File: config.mk
export PLATFORM = sky130hd
export DESIGN_NAME = bcd_display_ctrl
export DESIGN_NICKNAME = d
export VERILOG_FILES = /design/src/rtl/bcd_display_ctrl.sv
export SDC_FILE = /design/constraint.sdc
export NUM_CORES = 1
export LEC_CHECK = 0
export ABC_AREA = 0
export BUFFER_PORTS_ARGS = -buffer_cell sky130_fd_sc_hd__buf_2
export CAP_MARGIN = 25
export CORE_ASPECT_RATIO = 0.9
export CORE_MARGIN = 3
export CORE_UTILIZATION = 50
export CTS_CLUSTER_SIZE = 10
export DETAILED_ROUTE_END_ITERATION = 8
export PLACE_DENSITY = 0.73
export SETUP_SLACK_MARGIN = 0.2
export SYNTH_ARGS = -nofsm -noshare
export SYNTH_HDL_FRONTEND = slang
export SYNTH_SLANG_ARGS = --single-unit
File: constraint.sdc
create_clock -name clk -period 1.78 [get_ports clk]
set_clock_uncertainty 0.05 [all_clocks]
set_input_delay 0.178 -clock clk [delete_from_list [all_inputs] [get_ports clk]]
set_output_delay 0.178 -clock clk [all_outputs]
set_load 0.02 [all_outputs]
File: src/rtl/bcd_display_ctrl.sv
// Double-dabble binary-to-BCD converter driving a 4-digit multiplexed 7-seg display.
// Optional: define BCD_BLANK_LZ_EN to blank leading zeros on digits 3..1.
module bcd_display_ctrl #(
    parameter int BIN_W       = 14,
    parameter int REFRESH_DIV = 50000
) (
    input  logic             clk,
    input  logic             rst_n,
    input  logic [BIN_W-1:0] bin_in,
    input  logic             load,
    output logic             busy,
    output logic             done,
    output logic [15:0]      bcd_out,
    output logic             ovf,
    output logic [3:0]       an,
    output logic [6:0]       seg
);

    localparam int CNT_W = (REFRESH_DIV > 2) ? $clog2(REFRESH_DIV) : 1;
    localparam logic [CNT_W-1:0] CNT_MAX = CNT_W'(REFRESH_DIV - 1);
    localparam logic [BIN_W-1:0] DEC_MAX = BIN_W'(9999);

    typedef enum logic [1:0] {
        IDLE,
        SHIFT,
        DONE
    } state_t;

    state_t           state_q;
    logic [BIN_W-1:0] sreg_q;
    logic [15:0]      scratch_q;
    logic [3:0]       step_q;
    logic             ovf_n_q;
    logic             busy_q;
    logic             done_q;
    logic [15:0]      bcd_q;
    logic             ovf_q;

    logic [CNT_W-1:0] cnt_q;
    logic [1:0]       idx_q;
    logic [3:0]       an_q;
    logic [6:0]       seg_q;

    logic [15:0]      adj_d;
    logic [3:0]       digit_d;
    logic             blank_d;
    logic [6:0]       seg_d;

    // Add-3 correction on every scratch nibble that will reach >=10 after the shift
    always_comb begin
        adj_d = scratch_q;
        for (int i = 0; i < 4; i++) begin
            if (scratch_q[4*i +: 4] >= 4'd5) begin
                adj_d[4*i +: 4] = scratch_q[4*i +: 4] + 4'd3;
            end
        end
    end

    // Conversion FSM with registered handshake and result outputs
    always_ff @(posedge clk or negedge rst_n) begin
        if (!rst_n) begin
            state_q   <= IDLE;
            sreg_q    <= '0;
            scratch_q <= '0;
            step_q    <= '0;
            ovf_n_q   <= 1'b0;
            busy_q    <= 1'b0;
            done_q    <= 1'b0;
            bcd_q     <= '0;
            ovf_q     <= 1'b0;
        end else begin
            done_q <= 1'b0;
            unique case (state_q)
                IDLE: begin
                    if (load) begin
                        state_q   <= SHIFT;
                        busy_q    <= 1'b1;
                        sreg_q    <= bin_in;
                        scratch_q <= '0;
                        step_q    <= '0;
                        ovf_n_q   <= (bin_in > DEC_MAX);
                    end
                end
                SHIFT: begin
                    scratch_q <= {adj_d[14:0], sreg_q[BIN_W-1]};
                    sreg_q    <= sreg_q << 1;
                    step_q    <= step_q + 4'd1;
                    if (step_q == 4'(BIN_W - 1)) begin
                        state_q <= DONE;
                        busy_q  <= 1'b0;
                    end
                end
                DONE: begin
                    bcd_q  <= ovf_n_q ? 16'h9999 : scratch_q;
                    ovf_q  <= ovf_n_q;
                    done_q <= 1'b1;
                    // busy is already low here, so a request is honoured
                    if (load) begin
                        state_q   <= SHIFT;
                        busy_q    <= 1'b1;
                        sreg_q    <= bin_in;
                        scratch_q <= '0;
                        step_q    <= '0;
                        ovf_n_q   <= (bin_in > DEC_MAX);
                    end else begin
                        state_q <= IDLE;
                    end
                end
                default: begin
                    state_q <= IDLE;
                    busy_q  <= 1'b0;
                end
            endcase
        end
    end

    // Free-running refresh counter; digit index advances on wrap
    always_ff @(posedge clk or negedge rst_n) begin
        if (!rst_n) begin
            cnt_q <= '0;
            idx_q <= '0;
        end else if (cnt_q == CNT_MAX) begin
            cnt_q <= '0;
            idx_q <= idx_q + 2'd1;
        end else begin
            cnt_q <= cnt_q + 1'b1;
        end
    end

    // Select the scanned digit and decide whether it is a blanked leading zero
    always_comb begin
        digit_d = bcd_q[4*idx_q +: 4];
        blank_d = 1'b0;
`ifdef BCD_BLANK_LZ_EN
        unique case (idx_q)
            2'd3:    blank_d = (bcd_q[15:12] == 4'd0);
            2'd2:    blank_d = (bcd_q[15:8] == 8'd0);
            2'd1:    blank_d = (bcd_q[15:4] == 12'd0);
            default: blank_d = 1'b0;
        endcase
`endif
    end

    // Active-low segment decode {g,f,e,d,c,b,a}; non-decimal nibbles blank
    always_comb begin
        seg_d = 7'b1111111;
        if (!blank_d) begin
            unique case (digit_d)
                4'd0:    seg_d = 7'b1000000;
                4'd1:    seg_d = 7'b1111001;
                4'd2:    seg_d = 7'b0100100;
                4'd3:    seg_d = 7'b0110000;
                4'd4:    seg_d = 7'b0011001;
                4'd5:    seg_d = 7'b0010010;
                4'd6:    seg_d = 7'b0000010;
                4'd7:    seg_d = 7'b1111000;
                4'd8:    seg_d = 7'b0000000;
                4'd9:    seg_d = 7'b0010000;
                default: seg_d = 7'b1111111;
            endcase
        end
    end

    // Register display pins one edge after the digit index moves
    always_ff @(posedge clk or negedge rst_n) begin
        if (!rst_n) begin
            an_q  <= 4'b1110;
            seg_q <= 7'b1000000;
        end else begin
            an_q  <= ~(4'b0001 << idx_q);
            seg_q <= seg_d;
        end
    end

    assign busy    = busy_q;
    assign done    = done_q;
    assign bcd_out = bcd_q;
    assign ovf     = ovf_q;
    assign an      = an_q;
    assign seg     = seg_q;

endmodule
**After elaboration in Yosys (flattened, before gate mapping)**

Memories as Yosys holds them, arrays and structs flattened. A register that Yosys moved wholly into a read port is not among the register bits.
Cells that the tools add are included.

- Bitwise operators: 1
- Multipliers: 0
- Divide/modulo/power cells: 0
- Muxes and demuxes: 20
- Reduce and logical (&&, ||, !) cells: 8
- Equality and inequality tests: 7
- Add/subtract/negate cells: 7
- $lt $le $gt $ge: 5
- Shifts and indexed selects: 2

Operator list:

| kind | count |
|---|---|
| $mux 16 | 3 |
| $pmux 16 s2 | 1 |
| $pmux 14 s2 | 1 |
| $add 16x1->16 const B | 1 |
| $eq 16x16->1 const B | 1 |
| $ge 4x3->1 const B | 4 |
| $mux 4 | 4 |
| $shiftx 16x5->4 | 1 |
| $gt 14x14->1 const B | 1 |
| $mux 14 | 1 |
| $add 4x2->4 const B | 3 |
| $pmux 4 s2 | 1 |
| $reduce_and 2->1 | 4 |
| $pmux 2 s3 | 1 |
| $add 4x1->4 const B | 1 |
| $eq 4x4->1 const B | 1 |
| $mux 1 | 4 |
| $mux 2 | 2 |
| $ne 2x2->1 const B | 2 |
| $not 4->4 | 1 |
| $shl 1x2->4 const A | 1 |
| $add 3x2->3 const B | 1 |
| $mux 3 | 1 |
| $add 2x1->2 const B | 1 |
| other kinds (8) | 8 |

- Input bits: 17
- Register bits after elaboration: 78
- Bits in latches: 0
- Memories: 1
- Output and inout port bits: 30
- Memory bits (read-only): 112
- Word-level logic and storage cells: 63
- Memory bits (writable): 0

Memory list:

| name | words | width | rd ports | clocked after memory_dff | wr ports | line | RTL |
|---|---|---|---|---|---|---|---|
| (name not given) | 16 | 7 | 1 | 1 | 0 | 148 | `unique case (digit_d)` |

**Longest topological paths before layout**

- Word-level depth: 4
- Gate-level depth with buffers: 7
- Gate-level depth less buffers: 6

**Least setup slack after synthesis**

OpenSTA, ideal clock, no wires.

- Kind: register to register
- From: reg idx_q[0]
- To: reg seg_q[0], in the netlist seg[0]
- Data required time: 1610 ps
- Setup slack: -101 ps
- Library setup time: 120 ps
- Path buffers: 1
- Period minus slack after synthesis: 1881 ps
- Stages on the path, launching flop included: 7
- Arrival: 1711 ps
- Cells stage by stage: dfrtp_1 -> buf_6 -> mux4_1 -> ha_1 -> or2_0 -> a21oi_2 -> nor2_1

- Cells in the longest elaborated chain, start to end: 1

Ends and longest elaborated chain:

| what | line | RTL |
|---|---|---|
| start: declaration | 40 | `logic [1:0] idx_q;` |
| start signal: assignment | 124 | `idx_q <= idx_q + 2'd1;` |
| $shiftx 16x5->4 | 132 | `digit_d = bcd_q[4*idx_q +: 4];` |
| end: declaration | 42 | `logic [6:0] seg_q;` |

Every way passes these cells.
A chain may end at the register's enable or synchronous reset.

**Worst setup path after layout**

- From: reg cnt_q[12]
- To: reg cnt_q[3]

- Cells in the longest elaborated chain, start to end: 2

Ends and longest elaborated chain:

| what | line | RTL |
|---|---|---|
| start: declaration | 39 | `logic [CNT_W-1:0] cnt_q;` |
| start signal: assignment | 126 | `cnt_q <= cnt_q + 1'b1;` |
| $eq 16x16->1 | 122 | `end else if (cnt_q == CNT_MAX) begin` |
| $mux 16 | 122 |  |

Every way passes these cells.

==> reports/results.ini <==
[run_status]
status=complete, no violations

[cells_and_area]
multi_input_area_um2=1950
fillerInstances=575
syn_to_final_growth_pct=24.2
fin_nets=496
fin_cells=560
antennaDiodeCount=0
drive_above_1_share_pct=32.5
fin_util_pct=65.5
register_area_um2=2140
fin_area_um2=5040

[timing]
max_freq_ghz=0.564
finalCriticalPeriod_ps=1770
tightestPinTransition_ps=527
maxSlewViolCount=0
period_share_pct=99.7
slew_headroom_pct=64.8
setup_viol=0
finalSetupTns_ps=0
hold_viol=0
rsz0062_at_grt=true

[global_route]
grt_max_degree=86
grt.total_usage_pct=19.9
antenna_found_initial=0
grt_pass1_wl_um=14700
gr-total-overflow=0
first_global_vias=2990

[logic_synthesis]
synth_common_cells=dfrtp_1 (81), nand2_1 (42), o21ai_0 (32), nor2_1 (31)
synth_top_family_by_area=simple AND/OR/NAND/NOR gates
yosys_warnings=0
synth.distinct_cells=42
ys_seq_area_share_pct=52.6
synth_top_area_share_pct=50.0
synth_most_common_cell=dfrtp_1
ys_ff_latch=85
yosys.area_share.simple_pct=14.3
syn_nets=416
synth_ff_type=dfrtp_1
syn_area_per_cell_um2=10.7
synthCells=379
synthAdderAreaFrac_pct=6.17
synth_edf_count=0
yosysTopAreaCell=dfrtp_1
synth_area_um2=4060
synth-xor-area-share_pct=4.75
synthMuxAreaShare_pct=7.16
async_flop_share_pct=100
synthTopCellsByArea=dfrtp_1 (50%), ha_1 (6.2%), mux2i_1 (4.2%)
synth_compound_area_share_pct=11.2

[critical_path]
critPathTopFamily=simple AND/OR/NAND/NOR gates
r2r-end=cnt_q[3]
crit_chain=nor4b_2 > nand4_1 > nor4_4 > buf_4 > buf_6 > nor2_1
crit_path_start=cnt_q[12]
path_class=flop to flop
r2r_start=cnt_q[12]
regToRegSetupSlack_ps=5
cp_max_fo=5
slowest_stage=dfrtp_2
startpoint_type=flop
max_stage_delay_ps=430
reg2reg_depth=6
end_kind=flop
crit_required_ps=1980
worst_ep_arrival_time_ps=1970
cp_num_buf_inv=2

[placed_design]
portBuffers=46
gp_congestion=0.816
dp_hpwl_um=5440
placedCellCount=520
placed_cell_area_um2=4480

[clock_tree]
clock-sinks=85
root_buffer=clkbuf_8
cts_buffer_depth=2
numCtsBuffers=9
h-tree-depth=3
clkSlewWorstSetupHoldPaths_ps=90
cts_tree=yes
insertion_delay_ps=350

[floorplan]
chipWidth_um=101
start_util_pct=52.7
die-area_um2=9230
row_count=30
fp.dieH_um=91.4
coreArea_um2=7690
pin_count=47

[drt]
drc_errors=0
post_drt_wl_per_cell_um=15.7
wirelength_um=8800
drtIter0Drc=149
ant_nets=0
dr.pass1.iters=4
dr_total_vias=3043
avgViaCountPerCell=5.43

[worst_hold_path]
worstHoldPathCells=3
hp-start=bin_in[2]
hp-class=primary input to flop
holdPathEnd=sreg_q[2]

[power_and_ir_drop]
leakagePower_uw=0.00241
total_power_uw=7260
power_density_nw_per_um2=1440
peakVddDrop_uv=668

[flow_run]
max-cap-violations=0

## worst max path at each step
stage                           to  slack [ps]  cells past startpoint
final                     cnt_q[3]           5                      6
after global routing      cnt_q[3]         -20                      6
after CTS                   seg[5]          50                      6
after detailed placement    seg[5]           3                      6
after global placement      seg[3]          40                      5
after floorplan             seg[3]          20                      6
## logic make-up after synthesis
kind of cell    Yosys count
compound gates           72
xor+xnor                 22
fa+ha+maj                20
buf+inv                  37
flops                    85
mux                      23
simple gates            120
## report_power, final
group | internal, uW | switching (uW) | total [uW] | leakage, uW
logic | 1330 | 1560 | 2890 | 0.00123
clock network | 655 | 695 | 1350 | 0.0000975
registers | 2500 | 516 | 3020 | 0.00109
## registers in the layout, summed over array words and instances, names as in the netlist
register   count
bcd_out       16
cnt_q         16
scratch_q     16
sreg_q        14
seg            7
an             4
step_q         4
idx_q          2
state_q        2
busy           1
done           1
ovf            1
ovf_n_q        1
## metal layers
metal / global-route usage, % / up-vias / share of wire, %
met5: 0 / - / 0
met4: 6.42 / 0 / 1.3
met2: 32.1 / 67 / 50
met1: 25.9 / 1493 / 45
met3: 5.53 / 11 / 4.3
li1: - / 1472 / -
## worst min-delay path, delay by kind of cell
family	cells	cell delay, ps
AO/OA/AOI/OAI	1	130
buffers and inverters	1	70
multiplexers	1	50
## layout by cell type (no fill, tap or decap), types with 6 or more instances in the layout
cell type / count
a21oi_2: 6
clkbuf_8: 9
nand4_1: 6
ha_1: 14
inv_1: 14
buf_4: 33
nand2b_1: 12
mux2i_1: 17
dfrtp_1: 77
xnor2_1: 10
nand2_1: 41
xor2_1: 11
nand3_1: 7
buf_2: 45
nor2_1: 23
o21ai_0: 32
nor2_2: 6
o31ai_1: 9
## timing repair
action | in CTS | in global routing
pin swaps | 11 | 13
resized for setup | 25 | 22
setup buffers | 6 | 14
hold buffers | 2 | 0
endpoints found under the setup margin | 22 | 28
endpoints found under the hold margin | 82 | 0
gates cloned | 2 | 0
## area by class of cell
class	count	area share, %
Timing Repair Buffer	85	11.1
Clock buffer	11	2.61
Sequential cell	85	42.4
Tap cell	96	2.38
Inverter	20	1.54
Clock inverter	5	1.22
Multi-Input combinational cell	258	38.7
## per-stage QoR
stage	worst slack, ps	hold WS, ps
3_5_place_dp	3.06	195
4_1_cts	50.6	46.0
2_1_floorplan	16.8	-168
3_3_place_gp	38.8	199
5_1_grt	-23.0	76.0
6_report	5.38	59.6
Power figures use the tool's default switching activity.
